==> config.mk <==
export PLATFORM = sky130hd
export DESIGN_NAME = alu_seq
export DESIGN_NICKNAME = d
export VERILOG_FILES = /design/src/rtl/alu_seq_pkg.sv /design/src/rtl/alu_seq_iter.sv /design/src/rtl/alu_seq.sv
export SDC_FILE = /design/constraint.sdc
export NUM_CORES = 1
export LEC_CHECK = 0
export CORE_MARGIN = 8
export CORE_UTILIZATION = 58
export CTS_CLUSTER_SIZE = 40
export DETAILED_ROUTE_END_ITERATION = 6
export PLACE_DENSITY = 0.8
export SYNTH_ARGS = -nofsm -noshare
export SYNTH_HDL_FRONTEND = slang
export SYNTH_SLANG_ARGS = --single-unit
==> constraint.sdc <==
create_clock -name Clock -period 2.85 [get_ports Clock]
set_input_delay 0.4275 -clock Clock [delete_from_list [all_inputs] [get_ports Clock]]
set_output_delay 0.4275 -clock Clock [all_outputs]
set_load 0.02 [all_outputs]
==> src/rtl/alu_seq_pkg.sv <==
// Shared opcodes, FSM states and flag bit positions for the sequential ALU.
package alu_seq_pkg;

  localparam logic [2:0] OP_ADD  = 3'd0;
  localparam logic [2:0] OP_SUB  = 3'd1;
  localparam logic [2:0] OP_AND  = 3'd2;
  localparam logic [2:0] OP_OR   = 3'd3;
  localparam logic [2:0] OP_SHL  = 3'd4;
  localparam logic [2:0] OP_SHR  = 3'd5;
  localparam logic [2:0] OP_MUL  = 3'd6;
  localparam logic [2:0] OP_PASS = 3'd7;

  typedef enum logic [1:0] {
    ST_IDLE = 2'd0,
    ST_EXEC = 2'd1,
    ST_DONE = 2'd2
  } state_t;

  localparam int FLAG_Z = 2;
  localparam int FLAG_C = 1;
  localparam int FLAG_N = 0;

endpackage

==> src/rtl/alu_seq_iter.sv <==
// Iterative datapath: one-bit-per-step shifter and unsigned shift-add multiplier.
module alu_seq_iter
  import alu_seq_pkg::*;
#(
  parameter int DATA_WIDTH = 8
) (
  input  logic                  clk,
  input  logic                  rst,
  input  logic                  load,
  input  logic                  step,
  input  logic [2:0]            op,
  input  logic [DATA_WIDTH-1:0] a,
  input  logic [DATA_WIDTH-1:0] b,
  output logic [DATA_WIDTH-1:0] result,
  output logic                  carry,
  output logic                  hi_nz
);

  logic [2:0]            op_q;
  logic [DATA_WIDTH-1:0] acc;
  logic [DATA_WIDTH-1:0] hi;
  logic [DATA_WIDTH-1:0] mcand;
  logic [DATA_WIDTH-1:0] acc_n;
  logic [DATA_WIDTH-1:0] hi_n;
  logic [DATA_WIDTH:0]   psum;

  // Outputs are the values after the current step, so the caller can
  // register the final result on the same edge as the last step.
  always_comb begin
    acc_n = acc;
    hi_n  = hi;
    carry = 1'b0;
    psum  = {1'b0, hi} + (acc[0] ? {1'b0, mcand} : '0);
    case (op_q)
      OP_SHL: begin
        carry = acc[DATA_WIDTH-1];
        acc_n = {acc[DATA_WIDTH-2:0], 1'b0};
      end
      OP_SHR: begin
        carry = acc[0];
        acc_n = {1'b0, acc[DATA_WIDTH-1:1]};
      end
      OP_MUL: begin
        hi_n  = psum[DATA_WIDTH:1];
        acc_n = {psum[0], acc[DATA_WIDTH-1:1]};
      end
      default: ;
    endcase
  end

  assign result = acc_n;
  assign hi_nz  = |hi_n;

  // {hi, acc} is the product register for MUL; acc alone is the shifter.
  always_ff @(posedge clk or posedge rst) begin
    if (rst) begin
      op_q  <= '0;
      acc   <= '0;
      hi    <= '0;
      mcand <= '0;
    end else if (load) begin
      op_q  <= op;
      acc   <= (op == OP_MUL) ? b : a;
      hi    <= '0;
      mcand <= a;
    end else if (step) begin
      acc <= acc_n;
      hi  <= hi_n;
    end
  end

endmodule

==> src/rtl/alu_seq.sv <==
// Sequential ALU: handshake FSM, single-cycle ops and flag generation around
// the iterative shift/multiply datapath.
module alu_seq
  import alu_seq_pkg::*;
#(
  parameter int DATA_WIDTH  = 8,
  parameter int SHIFT_WIDTH = $clog2(DATA_WIDTH)
) (
  input  logic                  Clock,
  input  logic                  Reset,
  input  logic                  iValid,
  output logic                  oReady,
  input  logic [2:0]            iOp,
  input  logic [DATA_WIDTH-1:0] iA,
  input  logic [DATA_WIDTH-1:0] iB,
  output logic                  oValid,
  input  logic                  iReady,
  output logic [DATA_WIDTH-1:0] oResult,
  output logic [2:0]            oFlags,
  output logic [1:0]            oState
);

  // Handshake: a request is taken when iValid && oReady at a rising edge
  // (oReady only in IDLE); a result retires when oValid && iReady at a rising
  // edge, and oResult/oFlags are held unchanged while oValid waits.

  state_t                  state, state_n;
  logic [SHIFT_WIDTH-1:0]  cnt, cnt_n;
  logic [2:0]              op_q;
  logic                    load, step, upd, c_n;
  logic [DATA_WIDTH-1:0]   res_n;
  logic [DATA_WIDTH:0]     add_full, sub_full;
  logic [SHIFT_WIDTH-1:0]  shamt;
  logic [DATA_WIDTH-1:0]   it_res;
  logic                    it_carry, it_hi_nz;

  assign shamt    = iB[SHIFT_WIDTH-1:0];
  assign add_full = {1'b0, iA} + {1'b0, iB};
  assign sub_full = {1'b0, iA} - {1'b0, iB};

  alu_seq_iter #(.DATA_WIDTH(DATA_WIDTH)) u_iter (
    .clk    (Clock),
    .rst    (Reset),
    .load   (load),
    .step   (step),
    .op     (iOp),
    .a      (iA),
    .b      (iB),
    .result (it_res),
    .carry  (it_carry),
    .hi_nz  (it_hi_nz)
  );

  always_comb begin
    state_n = state;
    cnt_n   = cnt;
    load    = 1'b0;
    step    = 1'b0;
    upd     = 1'b0;
    res_n   = '0;
    c_n     = 1'b0;
    case (state)
      ST_IDLE: begin
        if (iValid) begin
          state_n = ST_DONE;
          upd     = 1'b1;
          case (iOp)
            OP_ADD: begin
              res_n = add_full[DATA_WIDTH-1:0];
              c_n   = add_full[DATA_WIDTH];
            end
            OP_SUB: begin
              res_n = sub_full[DATA_WIDTH-1:0];
              c_n   = sub_full[DATA_WIDTH];
            end
            OP_AND: res_n = iA & iB;
            OP_OR:  res_n = iA | iB;
            OP_SHL, OP_SHR: begin
              res_n = iA;
              if (shamt != '0) begin
                state_n = ST_EXEC;
                upd     = 1'b0;
                load    = 1'b1;
                cnt_n   = shamt - 1'b1;
              end
            end
            OP_MUL: begin
              state_n = ST_EXEC;
              upd     = 1'b0;
              load    = 1'b1;
              cnt_n   = SHIFT_WIDTH'(DATA_WIDTH - 1);
            end
            default: res_n = iA;
          endcase
        end
      end
      ST_EXEC: begin
        step = 1'b1;
        if (cnt == '0) begin
          state_n = ST_DONE;
          upd     = 1'b1;
          res_n   = it_res;
          c_n     = (op_q == OP_MUL) ? it_hi_nz : it_carry;
        end else begin
          cnt_n = cnt - 1'b1;
        end
      end
      ST_DONE: begin
        if (iReady) state_n = ST_IDLE;
      end
      default: state_n = ST_IDLE;
    endcase
  end

  always_ff @(posedge Clock or posedge Reset) begin
    if (Reset) begin
      state   <= ST_IDLE;
      cnt     <= '0;
      op_q    <= '0;
      oResult <= '0;
      oFlags  <= '0;
    end else begin
      state <= state_n;
      cnt   <= cnt_n;
      if (state == ST_IDLE && iValid) op_q <= iOp;
      if (upd) begin
        oResult        <= res_n;
        oFlags[FLAG_Z] <= ~|res_n;
        oFlags[FLAG_C] <= c_n;
        oFlags[FLAG_N] <= res_n[DATA_WIDTH-1];
      end
    end
  end

  assign oReady = (state == ST_IDLE);
  assign oValid = (state == ST_DONE);
  assign oState = state;

endmodule

-- Word level (Yosys, flattened, before mapping)
Cells that the tools add are included.
- register bits: 46
- logic and storage cells: 86
- bits of input ports: 23
- add/sub/neg operators: 5
- equal/unequal tests: 18
- reduce and logical (&&, ||, !) cells: 13
- bitwise logic cells: 2
- muxes and demuxes: 39
- operator list (operator ; number):
    8-bit 2-to-1 mux ; 9
    8-bit case mux with 5 select lines ; 1
    8-bit case mux with 3 select lines ; 1
    3-bit == test (second input constant) ; 7
    8-bit case mux with 2 select lines ; 1
    8-bit OR reduction ; 2
    1-bit case mux with 2 select lines ; 6
    3-bit case mux with 2 select lines ; 2
    1-bit 2-to-1 mux ; 10
    8-bit by 8-bit adder with 9-bit output ; 1
    8-bit by 9-bit adder with 9-bit output ; 1
    3-bit 2-to-1 mux ; 3
    8-bit by 8-bit subtractor with 9-bit output ; 1
    8-bit bitwise AND ; 1
    2-bit 2-to-1 mux ; 4
    8-bit OR ; 1
    3-bit by 2-bit == test with 1-bit output (second input constant) ; 2
    3-bit zero test ; 2
    2-bit inequality test (second input constant) ; 3
    2-bit case mux with 3 select lines ; 1
    3-bit by 1-bit subtractor with 3-bit output (second input constant) ; 2
    5-bit AND reduction ; 1
    2-bit case mux with 2 select lines ; 1
    2-bit nonzero test ; 2
    12 further kinds ; 12

-- Depth between registers and ports, before layout
Gate-level depths: netlist of run 1.
- depth in word-level cells: 7
- mapped depth: 12
- depth with buffers taken out: 11

-- By module
Synthesis of run 1 repeated with hierarchy kept, for this count alone.
- cell total of the unflattened synthesis: 480
- area total of the unflattened synthesis: 4051.4 µm²
- by module, submodules not included (module ; cells each ; area each (µm²) ; sequential area each (µm²) ; times used):
    alu_seq ; 269 ; 2127.0 ; 450.4 ; 1
    alu_seq_iter ; 211 ; 1924.3 ; 675.6 ; 1

-- Worst setup path after synthesis of run 1
No wires, ideal clock.
- path kind: register to register
- start point: reg u_iter.acc[0]
- end point: reg oFlags[1]
- path slack: 0.300 ns
- buffers on the path: 1
- arrival: 2.416 ns
- cell stages (with the launch flop): 13
- library setup time: 0.135 ns
- cell sequence: dfrtp_1 -> clkbuf_1 -> and2_1 -> ha_1 -> inv_1 -> fa_1 -> nor2b_1 -> o21ai_1 -> xnor2_1 -> o41ai_1 -> nand4_1 -> a2111oi_1 -> o211ai_1
- word-level cells in the longest chain between the ends: 7
- elaborated cells between the ends (all ways): 8
- classes of those cells: 1 x add/sub; 6 x mux; 1 x reduce/logical
- RTL lines (what ; line ; text):
    start, declared ; alu_seq_iter.sv:20 ; logic [DATA_WIDTH-1:0] acc;
    start signal, assigned ; alu_seq_iter.sv:63 ; acc <= (op == OP_MUL) ? b : a;
    start signal, assigned ; alu_seq_iter.sv:67 ; acc <= acc_n;
    8-bit 2-to-1 mux ; alu_seq_iter.sv:33 ; psum = {1'b0, hi} + (acc[0] ? {1'b0, mcand} : '0);
    8-bit by 9-bit adder with 9-bit output ; alu_seq_iter.sv:33 ;
    8-bit 2-to-1 mux ; alu_seq_iter.sv:34 ; case (op_q)
    8-bit OR reduction ; alu_seq_iter.sv:52 ; assign hi_nz = |hi_n;
    1-bit 2-to-1 mux (*) ; alu_seq.sv:103 ; c_n = (op_q == OP_MUL) ? it_hi_nz : it_carry;
    1-bit 2-to-1 mux (*) ; alu_seq.sv:99 ; if (cnt == '0) begin
    1-bit case mux with 2 select lines (*) ; alu_seq.sv:62 ; case (state)
    end signal, assigned by index ; alu_seq.sv:128 ; oFlags[FLAG_Z] <= ~|res_n;
    end signal, assigned by index ; alu_seq.sv:129 ; oFlags[FLAG_C] <= c_n;
    end signal, assigned by index ; alu_seq.sv:130 ; oFlags[FLAG_N] <= res_n[DATA_WIDTH-1];
    end, declared ; alu_seq.sv:19 ; output logic [2:0] oFlags,
Mark *: on every way between the ends. The rest lies on a longest branch, timed or not.
A chain may end at the register's enable or synchronous reset.

-- Worst setup path in the final report of run 1
- start point: in iB[0]
- end point: reg oFlags[2]
- word-level cells in the longest chain between the ends: 6
- elaborated cells between the ends (all ways): 14
- classes of those cells: 2 x add/sub; 7 x mux; 2 x bitwise; 3 x reduce/logical
- RTL lines (what ; line ; text):
    start, declared ; alu_seq.sv:15 ; input logic [DATA_WIDTH-1:0] iB,
    8-bit by 8-bit subtractor with 9-bit output (tied with other cells) ; alu_seq.sv:39 ; assign sub_full = {1'b0, iA} - {1'b0, iB};
    8-bit case mux with 5 select lines ; alu_seq.sv:67 ; case (iOp)
    8-bit 2-to-1 mux ; alu_seq.sv:64 ; if (iValid) begin
    8-bit case mux with 2 select lines ; alu_seq.sv:62 ;
    8-bit OR reduction ; alu_seq.sv:128 ;
    1-bit zero test ; alu_seq.sv:128 ;
Parallel ways exist; a longest one is shown, timed or not.

==> run metrics, run 1 <==
yosys synthesis warning count=0; clock latency on the worst-skew pair=0.31 ns; leading area contributor after synthesis=dfrtp_1; Unique masters post-synth=66; Nets=595; drt total wl=11,100 µm; Static Leakage=0.00215 µW; via count of the first global-routing pass=3,856; Critical Path Fanout Max=5; Post-Synthesis Cell Area=3820 µm²; power share of the clock group=13.1%; Hold Fails Final Rpt=0; Internal Pwr Total=2200 µW; fin crit period=2.75 ns; Hold WS=0.475 ns; fmax=363 MHz; share of the synthesized area in the top cell type=29.5%; crit path DAT=2.96 ns; DP HPWL=8670 µm; Post-Place Setup Slack=-0.188 ns; grt ovf=0; DRT antenna net count=0; start of the worst register-to-register path=u_iter.acc[0]$_DFFE_PP0P_; Final Setup Violations=0; Vias/cell=6.15; Clock Skew=0.0107 ns; Post-synth EDFFs=0; prevailing post-synth register cell=dfrtp_1; Seq pwr share=30.8%; post-synthesis sequential area ratio=29.5%; H-tree depth=2; Die Width=97.2 µm; DRC=0; VDD IR max=664 µV; layout cells sized above 1=12.0%; HP Start=op_q[0]$_DFFE_PP0P_; GR Layer Usage met3=4.13%; sw frac=44.2%; number of top-level pins=38; busiest metal layer after global routing=met2; # port buffers=37; Pwr Total=3940 µW; Relative slew margins=58.4%; clk root buf=clkbuf_8; Rows=29; n_diodes=0; synth top area cells=dfrtp_1, ha_1, a21oi_1; Avg Cell Area, Syn=8.13 µm²; initial antenna violation count=0; Hold Path Class=flop to flop; sw power=1740 µW; ys async rst share=100%; initial core utilization=60.2%; CTS Hold Bufs=0; TritonCTS buffer count=5; core area=6350 µm²; DR pass1 iterations=5; initial drt markers=249; die footprint=9440 µm²; die height=97.2 µm; CTS tree=done; Worst-Margin Slew=0.622 ns; Area Overhead vs Synth=20.8%; PD cells=853 nW/µm²; CTS clock-pin slew for the worst setup and hold paths=0.09 ns; Slew Viols, Final=0; Core Util, Final=72.7%; Setup crit start kind=primary input; final worst slack=0.0965 ns; maximum number of pins on one net before global-route repair=46; Worst setup startpoint=iB[0]; Max clock buf depth=2; #FFs+latches synth=45; # fillers=496; met1 GRT Util=27.5%; Logic pwr share=56.1%; RSZ-0062 raised after global routing=no; met2 usage=39.4%; first-pass GRT wire length=18,400 µm; Tcrit/Tclk final=96.6%; via count=3,759; Gate Count Post-Synth=470; Routed WL per cell=18.2 µm; Setup crit end kind=flop; most frequent cells after synthesis=nor2_1, nand2_1, dfrtp_1, a21oi_1, inv_1; GP Congestion=0.936; Worst Setup Path Type=primary input to flop; most frequent cell after synthesis=nor2_1; outcome=complete, no violations; global-route usage over all layers=23.3%; syn nets=532; worst path required time=3.06 ns; CTS Sinks=45; Max Cap Violations=0
-- power by group through the flow --
stage / clock network [µW] / registers, µW / logic, µW
after floorplan: 0 / 1220 / 1400
after global placement: 0 / 1200 / 2100
after detailed placement: 0 / 1210 / 2160
after CTS: 516 / 1200 / 2170
after global routing: 545 / 1250 / 2410
final: 515 / 1210 / 2210
-- layout by cell type, fill, tap and decap left out, types with 3 or more instances in the layout --
cell type,Yosys,final
clkdlybuf4s50_1,0,37
o221ai_1,3,3
o21ai_1,3,3
nand3_1,10,10
a21oi_1,38,38
nand4_1,4,4
nor3_1,7,7
nand2b_1,9,9
nor2b_1,5,5
o211ai_1,7,7
nand3b_1,3,3
nor2_1,50,50
buf_4,2,42
a31oi_1,5,5
dfrtp_1,45,45
a22oi_1,3,3
o21ai_0,26,26
nand2_1,49,49
o22a_1,4,4
o22ai_1,12,12
xor2_1,4,4
a21o_1,3,3
a22o_1,4,4
inv_1,38,37
fa_1,3,3
a221o_1,4,4
clkbuf_8,0,6
a211oi_1,6,6
xnor2_1,10,10
and2_1,9,9
mux2i_1,7,7
ha_1,36,36
-- state kept, by name, indices dropped and copies added, names as in the netlist --
name / cells
cnt: 3
oFlags: 3
oResult: 7
oState: 2
op_q: 3
u_iter.acc: 8
u_iter.hi: 8
u_iter.mcand: 8
u_iter.op_q: 3
-- final timing paths --
path                                        endpoint  slack, ns  depth (start not counted)
max                            oFlags[2]$_DFFE_PP0P_        0.1                         11
max reg2reg                    oFlags[1]$_DFFE_PP0P_       0.19                         11
min in group asynchronous     oResult[0]$_DFFE_PP0P_       0.57                          3
min                              op_q[0]$_DFFE_PP0P_       0.47                          2
max in group asynchronous  u_iter.acc[4]$_DFFE_PP0P_       1.87                          3
min reg2reg                      op_q[0]$_DFFE_PP0P_       0.47                          2
-- layer usage --
| layer | share of wire (%) | up-vias |
|---|---|---|
| met3 | 5.0 | 40 |
| met5 | 0 | - |
| li1 | - | 1787 |
| met4 | 3.3 | 0 |
| met1 | 43 | 1787 |
| met2 | 49 | 145 |
-- worst max-delay path, stage by stage --
cell and delay, ns:
clkdlybuf4s50_1 0.58, ha_1 0.24, inv_1 0.07, fa_1 0.38
nor2b_1 0.16, o311ai_1 0.25, o21ai_0 0.16, xnor2_1 0.16
o22ai_1 0.21, nor4_2 0.08, a32o_2 0.24
-- per-stage QoR --
| step | area, µm² | cells | setup TNS (ns) |
|---|---|---|---|
| final | 4610 | 611 | 0 |
| after detailed placement | 4490 | 603 | -0.452 |
| after global placement | 4490 | 603 | -0.0897 |
| after floorplan | 3820 | 470 | 0 |
| after CTS | 4600 | 611 | 0 |
| after global routing | 4610 | 611 | 0 |
-- logic make-up after synthesis --
group / count (synthesis) / synth area share, %
compound gates: 146 / 25.5
simple gates: 156 / 19.1
flops: 45 / 29.5
mux: 8 / 2.13
fa+ha+maj: 39 / 13.4
buf+inv: 62 / 7.30
xor+xnor: 14 / 3.21
-- area by class of cell --
cell class / count / area, µm² / share of cell area [%]
multi-input combinational: 363 / 2430 / 52.6
clock inverter: 1 / 30.0 / 0.651
clock buffer: 7 / 86.3 / 1.87
timing repair buffer: 80 / 706 / 15.3
tap: 77 / 96.3 / 2.09
sequential: 45 / 1130 / 24.4
inverter: 38 / 143 / 3.09
-- what timing repair did --
item                                    in CTS  in global routing
endpoints found under the setup margin       0                  1
gates resized for setup                      0                  2
setup buffers                                0                  0
endpoints found under the hold margin        0                  0
Note: power is estimated with default switching activity, not from simulation.
==> inputs of run 2 (changes only) <==
--- a/config.mk
+++ b/config.mk
@@ -6,10 +6,10 @@
 export NUM_CORES = 1
 export LEC_CHECK = 0
 export CORE_MARGIN = 8
-export CORE_UTILIZATION = 58
+export CORE_UTILIZATION = 32
 export CTS_CLUSTER_SIZE = 40
 export DETAILED_ROUTE_END_ITERATION = 6
-export PLACE_DENSITY = 0.8
+export PLACE_DENSITY = 0.49
 export SYNTH_ARGS = -nofsm -noshare
 export SYNTH_HDL_FRONTEND = slang
 export SYNTH_SLANG_ARGS = --single-unit
==> run 2 against run 1 <==
- maximum frequency is 3.3% higher
- global-route usage decreased by 7.5 points
- total power increased by 5.5%
- sequential cell count stayed put
- utilization down 32 points
- register-to-register slack better by 0.08 ns
- wire length increased by 8.1%
- final area is 5.2% higher
- clock skew shrank 0.0032 ns
- critical path depth increased by 1
- worst hold slack lost 0.016 ns
- critical path type unchanged
- largest cell class unchanged
==> run metrics, run 2 (synthesis gave the netlist of run 1 again) <==
outcome=complete, no violations; clock latency on the worst-skew pair=0.29 ns (-0.02 ns); die footprint=15,700 µm² (+66%); Clock Skew=0.00754 ns (-0.00317 ns); die height=125 µm (+29%); Setup crit end kind=flop; Static Leakage=0.00226 µW (+4.7%); sw power=1770 µW (+1.8%); grt ovf=0 (unchanged); crit-path cells=clkdlybuf4s50_1 > inv_1 > ha_1 > inv_1 > fa_1 > inv_1 > mux2i_1 > a211oi_2 > o22a_1 > nand4_1 > nor4_2 > a32o_2; Internal Pwr Total=2380 µW (+8.5%); drt total wl=12,000 µm (+8.1%); Seq pwr share=28.9% (-1.9 points); Relative slew margins=55.4% (-3.0 points); crit path DAT=2.89 ns (-0.07 ns); Post-CTS Resized=0 (unchanged); first-pass GRT wire length=20,000 µm (+8.7%); Final Setup Violations=0 (unchanged); number of top-level pins=38 (unchanged); Rows=40 (+38%); maximum number of pins on one net before global-route repair=26 (-43%); layout cells sized above 1=14.5% (+2.6 points); cell mode on critical path=inv_1; n_diodes=0 (unchanged); global-route usage over all layers=15.7% (-7.5 points); via count of the first global-routing pass=3,716 (-3.6%); Die Width=125 µm (+29%); Max Cap Violations=0 (unchanged); Hold Path Class=primary input to async pin; slowest stage delay, CP=0.51 ns (-0.07 ns); Pwr Total=4150 µW (+5.5%); CTS clock-pin slew for the worst setup and hold paths=0.07 ns (-0.02 ns); TritonCTS buffer count=5 (unchanged); Crit. path cell count=12 (+1); CTS Sinks=45 (unchanged); Area Overhead vs Synth=27.1%; DRC=0 (unchanged); Max clock buf depth=2 (unchanged); DRT antenna net count=0 (unchanged); Nets=611 (+2.7%); Routed WL per cell=17.3 µm (-5.3%); DR pass1 iterations=4 (-1); initial drt markers=187 (-25%); DP HPWL=9790 µm (+13%); most frequent cells in the layout=buf_4, nor2_1, nand2_1; core area=11,800 µm² (+86%); fin crit period=2.67 ns (-0.0883 ns); most frequent standard cell in the layout excluding fill and tap cells=buf_4; clk root buf=clkbuf_16; RSZ-0062 raised after global routing=no; via count=3,590 (-4.5%); Hold Fails Final Rpt=0 (unchanged); fmax=375 MHz (+3.3%); power share of the clock group=16.2% (+3.1 points); Vias/cell=5.15 (-16%); initial antenna violation count=0 (unchanged); worst-case reg-to-reg path depth=11 (unchanged); total setup buffers inserted after CTS=0 (unchanged); Hold WS=0.459 ns (-0.0155 ns); H-tree depth=2 (unchanged); Critical Path Fanout Max=3 (-2); Tcrit/Tclk final=93.5% (-3.1 points); CP max-delay cell=clkdlybuf4s50_1; CTS Hold Bufs=0 (unchanged); worst path required time=3.08 ns (+0.02 ns); Slew Viols, Final=0 (unchanged); largest registers=u_iter.acc: 8 flops, u_iter.hi: 8 flops, u_iter.mcand: 8 flops; CP bufs+invs=4 (+2); initial core utilization=32.3% (-28 points); sw frac=42.6% (-1.6 points); Worst Setup Path Type=primary input to flop; # port buffers=37 (unchanged); CTS tree=done; Worst-Margin Slew=0.667 ns (+0.0447 ns); GP Congestion=0.906 (-3.2%); PD cells=855 nW/µm² (+0.28%); VDD IR max=301 µV (-55%); delay-heaviest family, CP=buffers and inverters; Logic pwr share=54.9% (-1.2 points); Setup crit start kind=primary input
## run 2: worst register-to-register path, cell delays in order (launching register included)
cell and delay [ns]:
dfrtp_1 0.34, and2_1 0.13, ha_1 0.16, inv_1 0.06, fa_1 0.41, nor2b_1 0.17, o21ai_1 0.11, xnor2_1 0.15
o41ai_1 0.32, nand4_1 0.16, a2111oi_2 0.32, o211ai_1 0.12
## run 2: routing by layer
metal / GRT usage (%) / up-vias / routed length (µm)
met4: 4.30 / 0 / 167
met5: 0 / - / 0
met2: 25.7 / 45 / 5630
li1: - / 1824 / -
met1: 21.3 / 1707 / 5980
met3: 2.04 / 14 / 249
## run 2: final timing paths
| check | start | endpoint | slack [ns] |
|---|---|---|---|
| worst max register to register | u_iter.mcand[0]$_DFFE_PP0P_ | oFlags[1]$_DFFE_PP0P_ | 0.27 |
| max in group asynchronous | Reset | u_iter.mcand[7]$_DFFE_PP0P_ | 1.67 |
| worst max-delay path | iA[0] | oFlags[2]$_DFFE_PP0P_ | 0.18 |
| min in group Clock | op_q[1]$_DFFE_PP0P_ | op_q[1]$_DFFE_PP0P_ | 0.47 |
| worst min register to register | op_q[1]$_DFFE_PP0P_ | op_q[1]$_DFFE_PP0P_ | 0.47 |
| worst min-delay path | Reset | oState[0]$_DFFE_PP0P_ | 0.46 |
## run 2: per-stage QoR
stage          setup slack (ns)  util [%]  std cells  TNS [ns]  area, µm²
2_1_floorplan             0.300         -        470         0       3820
3_3_place_gp             -0.136      39.6        689    -0.240       4680
3_5_place_dp             -0.200      39.6        689    -0.457       4680
4_1_cts                  0.0967      41.0        697         0       4850
5_1_grt                  0.0157      41.1        697         0       4860
6_report                  0.185      41.1        697         0       4860
## run 2: final cells by class
class	instances	area, µm²
clock buffers	6	129
inverters	38	143
clock inverters	2	38.8
well taps	147	184
flip-flops and latches	45	1130
repair buffers	96	816
multi-input cells	363	2420
fillers	1201	6960
## run 2: power by group through the flow
stage	Sequential [µW]	Clock [µW]	Combinational, µW
floorplan	1220	0	1400
global placement	1200	0	2270
detailed placement	1210	0	2280
CTS	1200	695	2290
global route	1250	720	2510
finish	1200	673	2280
